File: config.mk
export PLATFORM = sky130hd
export DESIGN_NAME = adder_arbiter
export DESIGN_NICKNAME = d
export VERILOG_FILES = /design/src/rtl/adder_arbiter.sv
export SDC_FILE = /design/constraint.sdc
export NUM_CORES = 1
export LEC_CHECK = 0
export ABC_CLOCK_PERIOD_IN_PS = 2300
export CAP_MARGIN = 20
export CORE_AREA = 2 2 161 163
export CTS_CLUSTER_DIAMETER = 150
export CTS_CLUSTER_SIZE = 12
export DETAILED_ROUTE_END_ITERATION = 10
export DIE_AREA = 0 0 163 165
export PLACE_DENSITY = 0.6
export SYNTH_ARGS = -nofsm -noshare
export SYNTH_HDL_FRONTEND = slang
export SYNTH_SLANG_ARGS = --single-unit
File: constraint.sdc
create_clock -name clk -period 2.3 [get_ports clk]
set_clock_uncertainty 0.15 [all_clocks]
set_input_delay 0.46 -clock clk [delete_from_list [all_inputs] [get_ports clk]]
set_output_delay 0.46 -clock clk [all_outputs]
set_load 0.02 [all_outputs]
File: src/rtl/adder_arbiter.sv
// ---------------------------------------------------------------------------
// adder_arbiter
//
// Round-robin arbiter that shares one external combinational WIDTH-bit adder
// among N_REQ requesters. Each cycle it picks at most one requester, steers
// that requester's operands onto the adder, and captures the adder's sum in
// a single result register. The register is tagged with the requester ID
// and drained through a valid/ready handshake.
//
// Ports:
//   clk        rising-edge clock
//   rst        asynchronous, active-high reset
//   req_valid  per-requester operation request
//   req_a      packed operand A, requester i at [i*WIDTH +: WIDTH]
//   req_b      packed operand B, same packing
//   req_ready  one-hot accept strobe (at most one bit high)
//   add_a      operand A to the shared adder
//   add_b      operand B to the shared adder
//   add_out    sum returned by the shared adder (combinational)
//   res_valid  result register holds a valid sum
//   res_data   registered sum
//   res_id     index of the requester that produced res_data
//   res_ready  consumer accepts the result
//   op_count   number of accepted operations, wraps modulo 2^CNT_W
// ---------------------------------------------------------------------------
module adder_arbiter #(
   parameter int N_REQ = 4,
   parameter int WIDTH = 32,
   parameter int ID_W  = 2,
   parameter int CNT_W = 16
) (
   input  logic                   clk,
   input  logic                   rst,
   input  logic [N_REQ-1:0]       req_valid,
   input  logic [N_REQ*WIDTH-1:0] req_a,
   input  logic [N_REQ*WIDTH-1:0] req_b,
   output logic [N_REQ-1:0]       req_ready,
   output logic [WIDTH-1:0]       add_a,
   output logic [WIDTH-1:0]       add_b,
   input  logic [WIDTH-1:0]       add_out,
   output logic                   res_valid,
   output logic [WIDTH-1:0]       res_data,
   output logic [ID_W-1:0]        res_id,
   input  logic                   res_ready,
   output logic [CNT_W-1:0]       op_count
);

   typedef enum logic {
      EMPTY = 1'b0,
      FULL  = 1'b1
   } state_t;

   localparam logic [ID_W-1:0] LAST_RST = ID_W'(N_REQ - 1);

   state_t           state_q, state_d;
   logic [WIDTH-1:0] res_data_q, res_data_d;
   logic [ID_W-1:0]  res_id_q, res_id_d;
   logic [ID_W-1:0]  last_q, last_d;
   logic [CNT_W-1:0] op_count_q, op_count_d;

   logic             slot_free;
   logic             grant_found;
   logic [ID_W-1:0]  grant_idx;
   logic             accept;
   int               cand;

   // The result slot can take a new sum when it is empty or being drained
   // this cycle. Reset also blocks grants so req_ready is low while rst=1.
   assign slot_free = ((state_q == EMPTY) || res_ready) && !rst;

   // Round-robin search starting just after the last accepted requester.
   // The first hit wins; later hits are ignored by the grant_found guard.
   always_comb begin
      grant_found = 1'b0;
      grant_idx   = '0;
      cand        = 0;
      if (slot_free) begin
         for (int k = 1; k <= N_REQ; k++) begin
            cand = (int'(last_q) + k) % N_REQ;
            if (!grant_found && req_valid[ID_W'(cand)]) begin
               grant_found = 1'b1;
               grant_idx   = ID_W'(cand);
            end
         end
      end
   end

   // One-hot ready and operand steering follow the grant in the same cycle.
   // With no grant the adder inputs are parked at zero.
   always_comb begin
      req_ready = '0;
      add_a     = '0;
      add_b     = '0;
      if (grant_found) begin
         req_ready = N_REQ'(1) << grant_idx;
         add_a     = req_a[grant_idx*WIDTH +: WIDTH];
         add_b     = req_b[grant_idx*WIDTH +: WIDTH];
      end
   end

   assign accept = |(req_valid & req_ready);

   // Next-state logic: an accept always (re)fills the slot, which also
   // covers the back-to-back case where the old result drains as the new
   // one lands. A drain with no accept empties the slot.
   always_comb begin
      state_d    = state_q;
      res_data_d = res_data_q;
      res_id_d   = res_id_q;
      last_d     = last_q;
      op_count_d = op_count_q;
      if (accept) begin
         state_d    = FULL;
         res_data_d = add_out;
         res_id_d   = grant_idx;
         last_d     = grant_idx;
         op_count_d = op_count_q + 1'b1;
      end else if ((state_q == FULL) && res_ready) begin
         state_d = EMPTY;
      end
   end

   // State and result registers. Reset drops any held result and points
   // the round-robin pointer at the last index so requester 0 goes first.
   always_ff @(posedge clk or posedge rst) begin
      if (rst) begin
         state_q    <= EMPTY;
         res_data_q <= '0;
         res_id_q   <= '0;
         last_q     <= LAST_RST;
         op_count_q <= '0;
      end else begin
         state_q    <= state_d;
         res_data_q <= res_data_d;
         res_id_q   <= res_id_d;
         last_q     <= last_d;
         op_count_q <= op_count_d;
      end
   end

   assign res_valid = (state_q == FULL);
   assign res_data  = res_data_q;
   assign res_id    = res_id_q;
   assign op_count  = op_count_q;

endmodule

==> impl_summary.md, run 1 <==
Timing
The part of the cycle the worst path needs is 1.298. The time the final worst path needs with I/O delays and setup is about 3.0 ns. The highest clock frequency the design can meet is roughly 0.34 GHz. The transition at the pin with the smallest max-transition slack is 0.4593 ns. The final critical-path setup slack is -0.6848 ns. Setup repair after global routing could not meet its margin everywhere. Setup violations remaining at the end of the flow were counted as 68.

The max-slew violation total from the final report came to 0. The worst pin sits at a relative slew slack of 0.6931. The number of endpoints with negative hold slack in the final report was 0.

Route
In the routed layout, each cell is associated on average with a via count of approximately 4.2. The DRC violation total after the first TritonRoute iteration is 153. The length of the first detailed-routing pass in iterations is 6. Wires add up to 24.21 mm. After detailed routing, the average wire length per cell comes to 19.03 um. The DRC violations left is 0. The number of routed nets with antenna violations is 0. Detailed routing inserted a total of 5318 vias.

Floorplanning
The area of the die is 26900 um2. Measured along the x axis, the die boundary spans 163 um. The initial utilization of the core area, before any placement, comes to 0.1649.

The number of ports placed on the die boundary is approximately 410. The vertical extent of the die is 165 um. In this run the core area contains 58 standard-cell rows. The total core area is 25040 um2.

Clock network
The clock tree from TritonCTS is built. The maximum buffer depth of the clock tree is 2. Clock latency on the worst-skew pair, taken at its later pin, is 0.29 ns. Counting every sink on the clock net gives 53. The tree is rooted in a clkbuf_16. Buffers inserted to repair hold after CTS numbered 0. The H-tree depth reported by CTS is 2. The register clock-pin slew on the reported worst setup and hold paths is 0.07 ns. Counting the buffers created by CTS gives 5.

Placed design
Detailed placement ended at an HPWL of 18.28 mm. In this run the tool buffered the top-level ports with roughly 410 buffer cells. The post-placement setup slack is -1.249 ns. At the end of routability-driven placement, the weighted congestion stood at 0.7818.

Status
The run finished, with violations left. The checks that failed: setup timing.

Global routing
The leftover overflow at the end of global routing is 0. The number of antenna violations at the first check in global routing is 1. Entering global routing, the biggest net connects 41 pins.

The number of global-route vias before repair was 5450. For this run, the total global-route usage over all layers was measured as 0.1639. The first global-routing pass estimated 33.37 mm of wire.

Power and ir drop
For this design the ratio of total power to cell area is 635.3 nW/um2. Summing internal, switching and leakage power gives between 7 and 8 mW. The peak supply drop is 337.6 uV. The standby leakage power is 4.648 nW.

Synthesis
Averaged over all synthesized cells, the footprint is 9.095 um2. The mux contribution to synthesized area is 0.3127. The sequential share of the synthesized area is 0.3218. The basic-gate share of the synthesized area counting and, or, nand and nor cells is 0.1464. The predominant post-synthesis flop cell is dfrtp_1.

Synthesis inferred 53 register bits. Of the total synthesized cell area, the portion taken by XOR and XNOR cells is 0.03182. The post-synthesis compound-gate area fraction is 0.1082. The largest family of logic cells by synthesized area is multiplexers. The unique cell type count in the Yosys netlist is 33. The mapped cell area is 4129 um2. The net count after synthesis is 750. The adder and majority cell fraction of the synthesized area is 0.003030.

For this run, the number of Yosys warnings is 0. In the synthesized netlist, the number of instances is 454. The async set or reset register ratio after synthesis is 1.000. The number of enable flip-flop cells after synthesis is 0.

Cells and area
The library cells used most frequently in the layout, excluding fill and tap cells, are clkdlybuf4s50_1 (341), nand2_1 (110), buf_6 (85). Of the cells placed in the final design, the portion with a size suffix greater than 1 is 0.3539. The net count reported at finish is between 1000 and 1500. The count of fill cells added during filler insertion is between 2000 and 2500. Leaving out fill and tap cells, the most frequent cell in the layout is clkdlybuf4s50_1.

The share of the core filled with cells in the final layout is 0.4523. The area overhead of the layout relative to synthesis is 174.2%.

Critical path
The startpoint type of the worst setup path is a register. The worst setup path is of the reg -> out kind. The number of buffers and inverters on the critical path is 6. The startpoint identified for the worst register-to-register timing path is last_q[1]$_DFFE_PP1P_. The worst-case reg-to-reg path depth is 13. The end point of the critical path is add_a[12]. In this run the worst path has a maximum fanout of 7. The cell repeated most along the worst path is buf_6. The number of gates on the worst path with buffers counted is 11. The cell family contributing the most delay on the critical path is buffers and inverters. For the worst setup path, the data required time is 1.69 ns.

On the worst path, the slowest cell contributes a delay of between 0.5 and 0.6 ns. The arrival time at the worst endpoint is 2.37 ns. The most critical setup path has its startpoint at last_q[1]$_DFFE_PP1P_. The highest-delay cell along the critical path is dfstp_2. Setup slack on the worst reg-to-reg path comes out at 0.07 ns. The worst setup path is captured at an output port. The endpoint identified for the worst register-to-register timing path is res_id[0]$_DFFE_PP0P_.

Traced cell by cell, the critical path runs through mux2i_1 > o22a_1 > o21ai_4 > buf_6 > buf_12 > buf_16 > buf_12 > buf_6 > mux2i_4 > o22ai_4 > buf_6.

Run
The max-capacitance violation count is 0.

Hold path
The tightest min-delay check is of the reg -> reg type.
-- through the flow --
stage	hold slack, ns	instances	setup TNS, ns	cell area (um2)
final	0.3252	1272	-37.57	11320
after detailed placement	0.3115	1216	-82.58	9635
after global routing	0.3489	1272	-42.36	11320
after floorplan	0.3249	454	-1.332	4728
after global placement	0.3068	1216	-81.91	9635
after CTS	0.3294	1258	-38.60	10890
-- worst register-to-register path: stages, from the launching register on --
cell	delay, ns
dfstp_2	0.56
mux2i_1	0.18
o22a_1	0.19
o21ai_4	0.08
buf_6	0.12
buf_4	0.13
buf_12	0.13
buf_6	0.12
buf_6	0.11
nand2_4	0.07
buf_6	0.08
buf_4	0.08
buf_4	0.10
nand2_2	0.03
-- Yosys cell counts (3+ instances only) --
master	count	area, um2
nand4_1	7	43.79
mux2i_1	129	1291
inv_1	3	11.26
xnor2_1	12	105.1
dfrtp_1	51	1276
nand2_1	113	424.2
clkbuf_4	5	37.54
nand2b_1	5	31.28
buf_2	8	40.04
and3_1	3	18.77
clkbuf_1	12	45.04
xor2_1	3	26.28
buf_12	6	120.1
nor2_1	10	37.54
o22ai_1	64	400.4
-- registers in the layout, summed over array words and instances, names as in the netlist --
name	flops
last_q	2
res_data	32
res_valid	1
res_id	2
op_count	16
-- worst min path at each step --
stage | startpoint | slack, ns | cells after the start | endpoint
6_report | res_data[7]$_DFFE_PP0P_ | 0.33 | 2 | res_data[7]$_DFFE_PP0P_
3_5_place_dp | res_data[8]$_DFFE_PP0P_ | 0.31 | 2 | res_data[8]$_DFFE_PP0P_
2_1_floorplan | last_q[1]$_DFFE_PP1P_ | 0.32 | 2 | last_q[1]$_DFFE_PP1P_
5_1_grt | res_data[12]$_DFFE_PP0P_ | 0.35 | 2 | res_data[12]$_DFFE_PP0P_
4_1_cts | res_data[8]$_DFFE_PP0P_ | 0.33 | 2 | res_data[8]$_DFFE_PP0P_
3_3_place_gp | res_data[26]$_DFFE_PP0P_ | 0.31 | 2 | res_data[26]$_DFFE_PP0P_
-- kinds of logic (layout without fill, tap and decap cells) --
kind of cell / count (synthesis) / in the layout
compound gates: 71 / 71
xor+xnor: 15 / 15
fa+ha+maj: 1 / 1
buf+inv: 40 / 527
flops: 53 / 53
mux: 129 / 129
other cells: 0 / 1
simple gates: 145 / 145
-- cell type report --
type | instances | area [um2] | share of cell area
timing repair buffer | 516 | 5632 | 0.4973
multi-input combinational | 361 | 3764 | 0.3324
sequential | 53 | 1329 | 0.1173
tap | 330 | 412.9 | 0.03646
clock buffer | 5 | 125.1 | 0.01105
clock inverter | 3 | 47.55 | 0.004199
inverter | 3 | 11.26 | 0.0009945
antenna | 1 | 2.502 | 0.0002210
-- layer usage --
metal,part of all wire,vias up,track usage
met5,0,-,0
met4,0.014,0,0.03500
met3,0.070,24,0.03893
met2,0.51,219,0.2901
met1,0.40,2468,0.2024
li1,-,2607,-
-- power breakdown --
group          internal, mW  total, mW  switching, mW
registers              1.10       1.23          0.135
logic                  2.94       5.08           2.15
clock network         0.522      0.880          0.358
-- repair_timing --
item | CTS | global route
setup endpoints to repair | 78 | 77
endpoints found under the hold margin | 0 | 0
gates cloned | 6 | 2
pin swaps | 18 | 20
gates resized for setup | 496 | 79
setup buffers | 29 | 16
Power figures use the tool's default switching activity.
==> run 2: changes to the inputs <==
--- a/config.mk
+++ b/config.mk
@@ -13,6 +13,7 @@
 export DETAILED_ROUTE_END_ITERATION = 10
 export DIE_AREA = 0 0 163 165
 export PLACE_DENSITY = 0.6
+export SKIP_CTS_REPAIR_TIMING = 1
 export SYNTH_ARGS = -nofsm -noshare
 export SYNTH_HDL_FRONTEND = slang
 export SYNTH_SLANG_ARGS = --single-unit
==> run 2 against run 1 <==
Against the previous run: the run still ends with setup timing left; die area unchanged; utilization down 3.3 points; sequential power about the same; critical endpoint is now add_b[27].
==> impl_summary.md, run 2 (same netlist as run 1, synthesis figures left out) <==
Power and ir drop
The peak supply drop was 336.3 uV (was 337.6 uV). The standby leakage power was 4.599 nW (was 4.648 nW). The total power is 6.480 mW (was 7.194 mW).

The power per cell area was 616.9 nW/um2 (was 635.3 nW/um2).

Clock network
The source-to-sink clock delay at the later pin of the worst-skew pair came to 0.29 ns (about the same). The H-tree depth reported by CTS was 2 (unchanged). The clock tree from TritonCTS is built (unchanged). The register clock-pin slew on the reported worst setup and hold paths is 0.07 ns (about the same). The maximum buffer depth of the clock tree is 2 (unchanged).

The number of clock sinks was 53 (unchanged). The total clock buffers created by CTS is 5 (unchanged). The buffer type at the clock tree root was clkbuf_16 (unchanged).

Cells and area
Most used cells in the layout excluding fill and tap cells: clkdlybuf4s50_1 (341), nand2_1 (112), mux2i_1 (63) (was clkdlybuf4s50_1 (341), nand2_1 (110), buf_6 (85)). The final design area excluding fillers is 10500 um2 (was 11320 um2). The net count reported at finish came to 1204 (was 1236). The number of flip-flops under the largest register name is 32 (unchanged). The area overhead of the layout relative to synthesis is 154.4% (was 174.2%). The most common cell after layout, fill and taps aside is clkdlybuf4s50_1 (unchanged). The proportion of layout cells with a drive suffix above 1 was 0.3069 (was 0.3539).

Run
The max-capacitance violation count is 0 (unchanged).

Placed design
The area of placed instances was 9635 um2 (unchanged). The detailed-placement wirelength estimate is 18.28 mm (unchanged). The post-placement setup slack is -1.249 ns (unchanged). The count of buffers from port buffering is 413 (unchanged). The final RePlAce weighted congestion was 0.7818 (unchanged).

Route
The DRC violation total after the first TritonRoute iteration is 191 (was 153). The average wire per cell in the routed design is 18.67 um (was 19.03 um). The vias after detailed routing is 5193 (was 5318). The number of vias per cell is 4.188 (was 4.181).

The number of routed nets with antenna violations came to 0 (unchanged). The length of the first detailed-routing pass in iterations is 4 (was 6). The total detailed-routing wirelength is 23.16 mm (was 24.21 mm). The DRC violations left is 0 (unchanged).

Critical path
The cell family contributing the most delay on the critical path was buffers and inverters (unchanged). The largest driver fanout on the critical path was 8 (was 7). The startpoint type of the worst setup path was a register (unchanged). The peak per-stage delay on the critical path is 0.59 ns (was 0.56 ns).

The worst path required time is 1.69 ns (about the same). The number of buffers and inverters on the critical path is 5 (was 6). The highest-delay cell along the critical path was dfstp_2 (unchanged).

The cell repeated most along the worst path is buf_12 (was buf_6). The launching point of the worst reg2reg path is res_valid$_DFFE_PP0P_ (was last_q[1]$_DFFE_PP1P_). The first element of the critical path is last_q[1]$_DFFE_PP1P_ (unchanged). The arrival time at the worst endpoint is 2.38 ns (was 2.37 ns). The type of destination of the critical path is an output port (unchanged). Cell breakdown of the critical path: mux2i_1 > o22a_1 > o21ai_4 > buf_12 > buf_12 > buf_12 > buf_12 > mux2i_4 > o22ai_2 > buf_4 (was mux2i_1 > o22a_1 > o21ai_4 > buf_6 > buf_12 > buf_16 > buf_12 > buf_6 > mux2i_4 > o22ai_4 > buf_6). The startpoint-to-endpoint class of the critical path is reg -> out (unchanged).

Timing
The total of endpoints with negative setup slack in the final report is 68 (unchanged). The max-slew violation total from the final report is 0 (unchanged). Unrepaired setup endpoints after global routing: yes (unchanged). The highest clock frequency the design can meet is 0.3346 GHz (was 0.3350 GHz). The final critical-path setup slack is -0.6891 ns (was -0.6848 ns).

The worst slew slack as a fraction of its limit is 0.7259 (was 0.6931). The transition at the pin with the smallest max-transition slack came to 0.4105 ns (was 0.4593 ns). The number of endpoints with negative hold slack in the final report is 0 (unchanged). The final setup TNS is -39.20 ns (was -37.57 ns). The part of the cycle the worst path needs is 1.300 (was 1.298). The time the final worst path needs with I/O delays and setup is 2.989 ns (was 2.985 ns).

Status
Violated checks: setup timing (unchanged). Outcome: complete, but fails checks (unchanged).

Floorplanning
The total core area was 25040 um2 (unchanged). The number of ports placed on the die boundary came to 414 (unchanged). The vertical extent of the die is 165 um (unchanged). The effective utilization at floorplan is 0.1649 (unchanged).

The die boundary width came to 163 um (unchanged). The number of placement rows was 58 (unchanged). The area of the die was 26900 um2 (unchanged).

Hold path
The class of the tightest hold or removal check was reg -> reg (unchanged). The startpoint of the tightest hold check path was res_data[7]$_DFFE_PP0P_ (unchanged).

Global routing
The pin count of the biggest net entering global routing came to 41 (unchanged). The leftover overflow at the end of global routing came to 0 (unchanged). The wire length of the first global-routing pass was 30.87 mm (was 33.37 mm). The number of global-route vias before repair is 5093 (was 5450). The number of antenna violations at the first check in global routing was 1 (unchanged). The total routing resource utilization after global routing was 0.1501 (was 0.1639).
## run 2: cell count changes in the layout (fill, tap and decap cells not counted), sizes merged
cell / delta
clkbuf: +8
buf: -55
dlygate4sd2: -4
dlymetal6s2s: +19
## run 2: cell type report
| type | count | area, um2 |
|---|---|---|
| Inverter | 3 | 11.26 |
| Timing Repair Buffer | 484 | 5050 |
| Tap cell | 330 | 412.9 |
| Multi-Input combinational cell | 361 | 3526 |
| Fill cell | 2418 | 14530 |
| Sequential cell | 53 | 1329 |
| Clock inverter | 3 | 47.55 |
| Antenna cell | 1 | 2.502 |
| Clock buffer | 5 | 125.1 |
## run 2: worst paths after layout
kind | to | slack, ns | cells after the start
worst min register to register | res_data[7]$_DFFE_PP0P_ | 0.32 | 2
worst max-delay path | add_b[27] | -0.69 | 10
max in group asynchronous | res_data[22]$_DFFE_PP0P_ | 1.07 | 3
worst min-delay path | res_data[7]$_DFFE_PP0P_ | 0.32 | 2
min in group asynchronous | res_data[10]$_DFFE_PP0P_ | 0.47 | 2
worst max register to register | op_count[15]$_DFFE_PP0P_ | 0.40 | 6
## run 2: tightest hold or removal path: stages, from the launching register on
cell and delay, ns:
dfrtp_1 0.34, nand2_1 0.05, nand2_1 0.05
## run 2: metal layers
metal | part of all wire | wire length [um] | track usage | vias up
met2 | 0.51 | 11790 | 0.2602 | 213
met4 | 0.012 | 288 | 0.02856 | 0
li1 | - | - | - | 2541
met1 | 0.41 | 9392 | 0.1888 | 2419
met3 | 0.073 | 1688 | 0.03918 | 20
met5 | 0 | 0 | 0 | -
## run 2: through the flow
step / hold WS (ns) / util / cells
2_1_floorplan: 0.3249 / - / 454
3_3_place_gp: 0.3068 / 0.3849 / 1216
3_5_place_dp: 0.3115 / 0.3849 / 1216
4_1_cts: 0.3294 / 0.3918 / 1224
5_1_grt: 0.3489 / 0.4195 / 1240
6_report: 0.3249 / 0.4195 / 1240
## run 2: power breakdown
group | switching [mW] | total, mW | internal (mW)
logic | 1.94 | 4.37 | 2.43
registers | 0.137 | 1.23 | 1.10
clock network | 0.357 | 0.879 | 0.522
==> run 3: changes to the inputs <==
==> config.mk (replaced) <==
export PLATFORM = sky130hd
export DESIGN_NAME = adder_arbiter
export DESIGN_NICKNAME = d
export VERILOG_FILES = /design/src/rtl/adder_arbiter.sv
export SDC_FILE = /design/constraint.sdc
export NUM_CORES = 1
export LEC_CHECK = 0
export ABC_CLOCK_PERIOD_IN_PS = 3000
export CAP_MARGIN = 20
export CORE_AREA = 3 3 158 160
export CTS_CLUSTER_DIAMETER = 150
export CTS_CLUSTER_SIZE = 12
export DETAILED_ROUTE_END_ITERATION = 10
export DIE_AREA = 0 0 161 163
export PLACE_DENSITY = 0.62
export SKIP_CTS_REPAIR_TIMING = 1
export SYNTH_ARGS = -nofsm -noshare
export SYNTH_HDL_FRONTEND = slang
export SYNTH_SLANG_ARGS = --single-unit
==> constraint.sdc (replaced) <==
create_clock -name clk -period 3 [get_ports clk]
set_clock_uncertainty 0.15 [all_clocks]
set_input_delay 0.6 -clock clk [delete_from_list [all_inputs] [get_ports clk]]
set_output_delay 0.6 -clock clk [all_outputs]
set_load 0.02 [all_outputs]
==> run 3 against run 2 <==
Against the previous run: the run still ends with setup timing left; non-clock buffer count shrank 12; worst setup slack improved by 0.62 ns; critical path type is now in -> out; die area decreased by 2.4%; wire length shrank 0.39%; via count increased by 0.17%; sequential power is 23% lower.
==> impl_summary.md, run 3 (same netlist as run 1, synthesis figures left out) <==
Timing
The worst slew slack as a fraction of its limit is 0.6921 (was 0.7259). The number of endpoints with negative hold slack in the final report is 0 (unchanged). After layout, the minimum clock period comes to about 3 ns. Unrepaired setup endpoints after global routing: yes (unchanged). The transition at the pin with the smallest max-transition slack is 0.4619 ns (was 0.4105 ns). The total of endpoints with negative setup slack in the final report is 25 (was 68).

The part of the cycle the worst path needs is 1.024. The max-slew violation total from the final report was 0 (unchanged). The final critical-path setup slack is -0.07163 ns (was -0.6891 ns). Derived from the worst setup path, the maximum achievable clock frequency is 0.3256 GHz.

Route
The DRC violation total after the first TritonRoute iteration is 295 (was 191). The length of the first detailed-routing pass in iterations came to 4 (unchanged). The vias after detailed routing is 5202 (was 5193). The number of routed nets with antenna violations is 0 (unchanged).

The total detailed-routing wirelength is 23.07 mm (was 23.16 mm). The number of vias per cell is 4.274 (was 4.188). The DRC violations left is 0 (unchanged). The average wire per cell in the routed design was 18.95 um (was 18.67 um).

Cells and area
The net count reported at finish is 1192 (was 1204). The proportion of layout cells with a drive suffix above 1 is 0.1929 (was 0.3069). The combined area of the multi-input logic cells is 2711 um2 (was 3526 um2). The share of the core filled with cells in the final layout is 0.4013 (was 0.4195). Most used cells in the layout excluding fill and tap cells: clkdlybuf4s50_1 (341), nand2_1 (112), mux2i_1 (108) (was clkdlybuf4s50_1 (341), nand2_1 (112), mux2i_1 (63)).

The number of flip-flops under the largest register name was 32 (unchanged). The area overhead of the layout relative to synthesis was 128.8% (was 154.4%). The most common cell after layout, fill and taps aside is clkdlybuf4s50_1 (unchanged).

The count of fill cells added during filler insertion came to 2365 (was 2418). The register area is 1329 um2 (unchanged).

Clock network
The buffer type at the clock tree root is clkbuf_16 (unchanged). The clock tree from TritonCTS was built (unchanged). The register clock-pin slew on the reported worst setup and hold paths is 0.07 ns (about the same).

The maximum buffer depth of the clock tree is 2 (unchanged). The number of clock sinks came to 53 (unchanged). The total clock buffers created by CTS is 5 (unchanged). The source-to-sink clock delay at the later pin of the worst-skew pair is 0.29 ns (about the same). The H-tree depth reported by CTS is 2 (unchanged).

Critical path
The register-to-register path setup slack is 0.86 ns (was 0.40 ns). The type of destination of the critical path was an output port (unchanged). The startpoint type of the worst setup path is an input pin (was register).

The largest driver fanout on the critical path came to 18 (was 8). The startpoint-to-endpoint class of the critical path was in -> out (was reg -> out). The worst path required time is 2.25 ns (was 1.69 ns). The capture point of the worst reg-to-reg path is op_count[15]$_DFFE_PP0P_ (unchanged). The worst-case reg-to-reg path depth was 6 (unchanged). Cell breakdown of the critical path: dlymetal6s2s_1 > nand2b_4 > a21boi_2 > o21ai_4 > buf_6 > buf_12 > buf_12 > mux2i_2 > o22ai_1 > buf_4 (was mux2i_1 > o22a_1 > o21ai_4 > buf_12 > buf_12 > buf_12 > buf_12 > mux2i_4 > o22ai_2 > buf_4). The peak per-stage delay on the critical path was 0.26 ns (was 0.59 ns). The arrival time at the worst endpoint was 2.32 ns (was 2.38 ns). The cell repeated most along the worst path is buf_12 (unchanged). The launching point of the worst reg2reg path is res_valid$_DFFE_PP0P_ (unchanged). The highest-delay cell along the critical path is mux2i_2 (was dfstp_2).

Global routing
The number of global-route vias before repair is 5244 (was 5093). The total routing resource utilization after global routing was 0.1505 (was 0.1501). The pin count of the biggest net entering global routing is 51 (was 41). The number of antenna violations at the first check in global routing is 4 (was 1).

The leftover overflow at the end of global routing is 0 (unchanged). The wire length of the first global-routing pass was 31.35 mm (was 30.87 mm).

Placed design
The post-placement setup slack was -0.7135 ns (was -1.249 ns). The final RePlAce weighted congestion is 0.7810 (was 0.7818). The detailed-placement wirelength estimate is 17.72 mm (was 18.28 mm).

The count of buffers from port buffering is 413 (unchanged).

Power and ir drop
The power per cell area was 471.8 nW/um2 (was 616.9 nW/um2). The total power is 4.458 mW (was 6.480 mW). The standby leakage power is 4.344 nW (was 4.599 nW). The peak supply drop came to 300.0 uV (was 336.3 uV).

Floorplanning
The total core area was 23540 um2 (was 25040 um2). The area of the die is 26240 um2 (was 26900 um2). The number of placement rows is 56 (was 58).

The die boundary width is 161 um (was 163 um). The vertical extent of the die is 163 um (was 165 um). The effective utilization at floorplan is 0.1754 (was 0.1649).

The number of ports placed on the die boundary is 414 (unchanged).

Hold path
The startpoint of the tightest hold check path is res_data[14]$_DFFE_PP0P_ (was res_data[7]$_DFFE_PP0P_). The instance count along the most critical hold path was 2 (unchanged). The class of the tightest hold or removal check is reg -> reg (unchanged). The worst min-delay path endpoint was res_data[14]$_DFFE_PP0P_ (was res_data[7]$_DFFE_PP0P_).

Run
The max-capacitance violation count is 0 (unchanged).

Status
Violated checks: setup timing (unchanged). Outcome: complete, but fails checks (unchanged).
[run 3: cell count changes in the layout (fill, tap and decap cells not counted), sizes merged]
cell and change:
buf +1, inv -2, dlymetal6s2s -11
[run 3: per-stage QoR]
step                      instances  TNS, ns  instance area [um2]  hold slack, ns
final                          1217  -0.4658                 9448          0.3212
after global routing           1217   -5.663                 9448          0.3502
after global placement         1190   -40.61                 8811          0.3078
after detailed placement       1190   -43.22                 8811          0.3108
after CTS                      1198   -44.33                 8984          0.3283
after floorplan                 454        0                 4129          0.3249
[run 3: power breakdown]
part / switching [mW] / leakage [nW] / internal, mW
Combinational: 1.27 / 3.60 / 1.57
Sequential: 0.104 / 0.659 / 0.840
Clock: 0.259 / 0.0841 / 0.418
Total: 1.63 / 4.34 / 2.83
[run 3: critical path, delay by kind of cell]
family,cells,cell delay [ns]
muxes,1,0.26
AOI/OAI and AO/OA,3,0.45
buffers and inverters,5,0.83
and+or+nand+nor,1,0.16
[run 3: how the worst max path moves through the flow]
stage	start	endpoint	slack (ns)	cells past startpoint
after detailed placement	req_valid[3]	add_b[3]	-0.71	9
after floorplan	req_valid[2]	add_a[10]	0.40	8
after CTS	req_valid[2]	add_b[3]	-0.73	9
final	req_valid[2]	add_b[3]	-0.07	10
after global routing	last_q[1]$_DFFE_PP1P_	add_b[20]	-0.14	9
after global placement	req_valid[3]	add_b[3]	-0.69	9
[run 3: layout make-up]
| cell class | count | share of cell area |
|---|---|---|
| repair buffers | 472 | 0.5104 |
| multi-input cells | 361 | 0.2870 |
| flip-flops and latches | 53 | 0.1406 |
| well taps | 319 | 0.04225 |
| clock buffers | 7 | 0.01510 |
| clock inverters | 1 | 0.003178 |
| inverters | 3 | 0.001192 |
| diodes | 1 | 0.0002649 |
[run 3: per-layer routing]
layer,routed length (um),global-route usage,up-vias
met5,35,0,-
met4,394,0.02972,6
met3,1838,0.04781,31
met2,11390,0.2655,230
met1,9402,0.1808,2416
li1,-,-,2519
